### config.mk
export PLATFORM = sky130hd
export DESIGN_NAME = uart_mem_bridge
export DESIGN_NICKNAME = d
export VERILOG_FILES = /design/src/rtl/uart_mem_bridge.sv
export SDC_FILE = /design/constraint.sdc
export NUM_CORES = 1
export LEC_CHECK = 0
export CAP_MARGIN = 20
export CORE_UTILIZATION = 35
export CTS_CLUSTER_DIAMETER = 150
export DETAILED_ROUTE_END_ITERATION = 8
export GPL_ROUTABILITY_DRIVEN = 0
export PLACE_DENSITY = 0.56
export SYNTH_ARGS = -nofsm -noshare
export SYNTH_HDL_FRONTEND = slang
export SYNTH_SLANG_ARGS = --single-unit
### constraint.sdc
create_clock -name clk -period 5.8 [get_ports clk]
set_input_delay 1.16 -clock clk [delete_from_list [all_inputs] [get_ports clk]]
set_output_delay 1.16 -clock clk [all_outputs]
set_load 0.005 [all_outputs]
### src/rtl/uart_mem_bridge.sv
// Byte-command bridge from a UART byte stream to a simple synchronous memory port.
// Commands: 'W' AH AL D (reply 'K') and 'R' AH AL (reply data); anything else replies '?'.
module uart_mem_bridge #(
  parameter int ADDR_W         = 16,
  parameter int TIMEOUT_CYCLES = 5_000_000
) (
  input  logic              clk,
  input  logic              reset,
  input  logic              rx_valid,
  input  logic [7:0]        rx_out,
  output logic              rx_en,
  output logic [7:0]        tx_in,
  output logic              tx_en,
  input  logic              tx_busy,
  output logic [ADDR_W-1:0] mem_addr,
  output logic [7:0]        mem_wdata,
  output logic              mem_we,
  output logic              mem_re,
  input  logic [7:0]        mem_rdata,
  output logic              cmd_err
);

  localparam int               TMR_W    = $clog2(TIMEOUT_CYCLES + 1);
  localparam logic [TMR_W-1:0] TMR_LAST = TMR_W'(TIMEOUT_CYCLES - 1);
  localparam logic [7:0]       OP_WRITE = 8'h57;
  localparam logic [7:0]       OP_READ  = 8'h52;
  localparam logic [7:0]       RSP_ACK  = 8'h4B;
  localparam logic [7:0]       RSP_ERR  = 8'h3F;

  typedef enum logic [3:0] {
    IDLE, GET_AH, GET_AL, GET_D, WRITE, READ, READ_WAIT, SEND, SEND_WAIT
  } state_t;

  state_t            state_q, state_d;
  logic              is_wr_q, is_wr_d;
  logic [7:0]        addr_hi_q, addr_hi_d;
  logic [ADDR_W-1:0] addr_q, addr_d;
  logic [7:0]        wdata_q, wdata_d;
  logic [7:0]        tx_q, tx_d;
  logic [TMR_W-1:0]  timer_q, timer_d;
  logic              send_first_q, send_first_d;
  logic [15:0]       addr_full;

  // The high byte is staged separately so a timed-out command never disturbs mem_addr.
  assign addr_full = {addr_hi_q, rx_out};

  assign tx_in     = tx_q;
  assign mem_addr  = addr_q;
  assign mem_wdata = wdata_q;

  always_comb begin
    state_d      = state_q;
    is_wr_d      = is_wr_q;
    addr_hi_d    = addr_hi_q;
    addr_d       = addr_q;
    wdata_d      = wdata_q;
    tx_d         = tx_q;
    timer_d      = '0;
    send_first_d = 1'b0;
    rx_en        = 1'b0;
    tx_en        = 1'b0;
    mem_we       = 1'b0;
    mem_re       = 1'b0;
    cmd_err      = 1'b0;
    if (!reset) begin
      unique case (state_q)
        IDLE: begin
          rx_en = 1'b1;
          if (rx_valid) begin
            if (rx_out == OP_WRITE || rx_out == OP_READ) begin
              is_wr_d = (rx_out == OP_WRITE);
              state_d = GET_AH;
            end else begin
              cmd_err = 1'b1;
              tx_d    = RSP_ERR;
              state_d = SEND;
            end
          end
        end
        GET_AH, GET_AL, GET_D: begin
          rx_en = 1'b1;
          if (rx_valid) begin
            case (state_q)
              GET_AH: begin
                addr_hi_d = rx_out;
                state_d   = GET_AL;
              end
              GET_AL: begin
                addr_d  = ADDR_W'(addr_full);
                state_d = is_wr_q ? GET_D : READ;
              end
              default: begin
                wdata_d = rx_out;
                state_d = WRITE;
              end
            endcase
          end else if (timer_q == TMR_LAST) begin
            cmd_err = 1'b1;
            state_d = IDLE;
          end else begin
            timer_d = timer_q + 1'b1;
          end
        end
        WRITE: begin
          mem_we  = 1'b1;
          tx_d    = RSP_ACK;
          state_d = SEND;
        end
        READ: begin
          mem_re  = 1'b1;
          state_d = READ_WAIT;
        end
        READ_WAIT: begin
          tx_d    = mem_rdata;
          state_d = SEND;
        end
        SEND: begin
          if (!tx_busy) begin
            tx_en        = 1'b1;
            send_first_d = 1'b1;
            state_d      = SEND_WAIT;
          end
        end
        SEND_WAIT: begin
          // tx_busy only rises the cycle after tx_en, so the first cycle here is ignored.
          if (!send_first_q && !tx_busy) begin
            state_d = IDLE;
          end
        end
        default: state_d = IDLE;
      endcase
    end
  end

  always_ff @(posedge clk) begin
    if (reset) begin
      state_q      <= IDLE;
      is_wr_q      <= 1'b0;
      addr_hi_q    <= '0;
      addr_q       <= '0;
      wdata_q      <= '0;
      tx_q         <= '0;
      timer_q      <= '0;
      send_first_q <= 1'b0;
    end else begin
      state_q      <= state_d;
      is_wr_q      <= is_wr_d;
      addr_hi_q    <= addr_hi_d;
      addr_q       <= addr_d;
      wdata_q      <= wdata_d;
      tx_q         <= tx_d;
      timer_q      <= timer_d;
      send_first_q <= send_first_d;
    end
  end

endmodule

==> reports/metrics.yaml <==
ys_warn_count: 0
avgSynthCellArea_um2: 8.60
finalClockSkew_ns: 0.00898
row_count: 32
max-slew-margin-rel_pct: 56.6
layout-drive-gt1-share_pct: 8.10
grt_max_degree: 43
fin_setup_tns_ns: 0
postSynthNetCount: 359
syn-instance-count: 338
hold_viol: 0
die_height_um: 93.1
synth_commonest_cells: "dfxtp_1, nor2_1, nand2_1"
ir_drop_mv: 0.151
holdWs_ns: 0.457
slew_violations: 0
arrival_ns: 3.40
final_nets: 411
ys.flop_type: "dfxtp_1"
drc: 0
wl_per_cell_um: 13.3
hold_buffers: 0
clock_latency_ns: 0.34
cts.path.max_buffers: 2
p_per_area_nw_per_um2: 343
synthDominantCellAreaShare_pct: 47.5
vias: 2430
wl_mm: 6.60
path_class: "input pin to output port"
synth_most_common_cell: "dfxtp_1"
start_kind: "input pin"
rsz0062_at_grt: "no"
critPathCaptureType: "output port"
tightest_slew_ns: 0.642
htree_levels: 3
ant_nets: 0
synth_edf_count: 0
cts_tree: "yes"
viasPerCell: 4.89
finish.utilization_pct: 46.9
ys_top_cells_by_area: "dfxtp_1, nor2_1, mux2i_1"
cts_sinks: 69
outcome: "complete, no violations"
synth_area_um2: 2910
cts.clk_slew.worst_paths_ns: 0.08
dp_cells: 480
dr.first_iter.drc_count: 79
max_freq_ghz: 0.219
cap_violations: 0
yosys_register_bits: 69
core_region_area_um2: 7890
grt_pass1_vias: 2334
grt_pass1_wl_mm: 11.1
design.die.area_um2: 8670
ios: 57
dpl.hpwl_mm: 4.67
finalSetupViolCount: 0
post_cts_buffers: 0
setup_slack_ns: 1.24
period_needed_ns: 4.56
area_growth_pct: 27.4
stdcell_count: 497
fp.dieW_um: 93.1
preCtsSetupSlack_ns: 1.22
required_ns: 4.64
cts_buffers: 9
n_antenna_cell: 0
yosysUniqueCellTypes: 43
synthArstFlopShare_pct: 0
synth-seq-area-share_pct: 47.5
overflow: 0
p_leak_nw: 1.29
finalCritPeriodShare_pct: 78.6
drtPass1Iterations: 4
track_usage_pct: 16.4
critPathMaxFanout: 6
cts_resized: 0
root_buffer: "clkbuf_8"
placement.io_buffers: 56
antenna_found_initial: 0
min_path_type: "flip-flop to flip-flop"
initial_core_util_pct: 36.8
synth_top_area_cell: "dfxtp_1"
-- stage by stage --
step                area, um2  total power, mW
floorplan                2910            0.797
global placement         3520            0.930
detailed placement       3520            0.930
CTS                      3700             1.28
global route             3700             1.35
finish                   3700             1.27
-- critical path, cell delays in order --
cell and delay, ns:
clkdlybuf4s50_1 0.52, or3b_2 0.53, a311oi_2 0.48, o21a_1 0.21, clkdlybuf4s50_1 0.50
-- registers in the layout (all words and copies together) (netlist names) --
signal	flops
timer_q	23
mem_addr	16
addr_hi_q	8
mem_wdata	8
tx_in	8
state_q	4
is_wr_q	1
send_first_q	1
-- where the power goes --
| part | total, mW | leakage, nW | switching [mW] | internal, mW |
|---|---|---|---|---|
| registers | 0.575 | 0.559 | 0.0498 | 0.526 |
| logic | 0.340 | 0.644 | 0.168 | 0.173 |
| clock network | 0.354 | 0.0880 | 0.189 | 0.165 |
| total | 1.27 | 1.29 | 0.407 | 0.863 |
-- cell families after synthesis --
logic type | synth area share (%)
simple gates | 26.7
flops | 47.5
compound gates | 8.92
buf+inv | 3.53
xor+xnor | 6.63
mux | 6.20
fa+ha+maj | 0.431
-- path summary, 6_finish.rpt --
kind                                 start                        to  slack (ns)  depth (start not counted)
setup / recovery                  rx_valid                   cmd_err        1.24                          5
hold reg to reg   mem_addr[1]$_SDFFE_PP0P_  mem_addr[1]$_SDFFE_PP0P_        0.46                          2
hold / removal    mem_addr[1]$_SDFFE_PP0P_  mem_addr[1]$_SDFFE_PP0P_        0.46                          2
setup reg to reg     timer_q[6]$_SDFF_PP0_    timer_q[12]$_SDFF_PP0_        3.54                          5
-- metal layers --
layer / share of wire [%] / vias up / wire length (um) / GRT usage (%)
li1: - / 1245 / - / -
met1: 48 / 1131 / 3200 / 21.5
met2: 46 / 45 / 3020 / 25.7
met3: 4.1 / 9 / 269 / 3.17
met4: 1.7 / 0 / 115 / 8.08
met5: 0 / - / 0 / 0
-- cell usage in the layout, fill, tap and decap left out, types with 3 or more instances in the layout --
master,synthesis,layout
a21oi_1,22,22
and3_1,4,4
dfxtp_1,69,69
nand3_1,11,11
nor2_1,55,55
nand2_1,48,48
nor3b_1,3,3
nor2b_1,5,5
xnor2_1,11,11
or4_1,3,3
or2_2,3,3
xor2_1,11,11
clkdlybuf4s50_1,0,56
o21ai_0,6,6
inv_1,6,6
mux2i_1,18,18
clkinv_2,0,3
o221a_2,3,3
nand4_1,5,5
nor3_1,12,12
clkbuf_8,0,10
-- final cells by class --
type                       instances  area (um2)
multi-input combinational        246        1420
clock buffer                      10         138
timing repair buffer              58         573
inverter                           6        22.5
sequential                        69        1380
fill                             797        4190
clock inverter                     6        38.8
tap                              102         128
No activity file was read; power rests on OpenSTA's default activity.
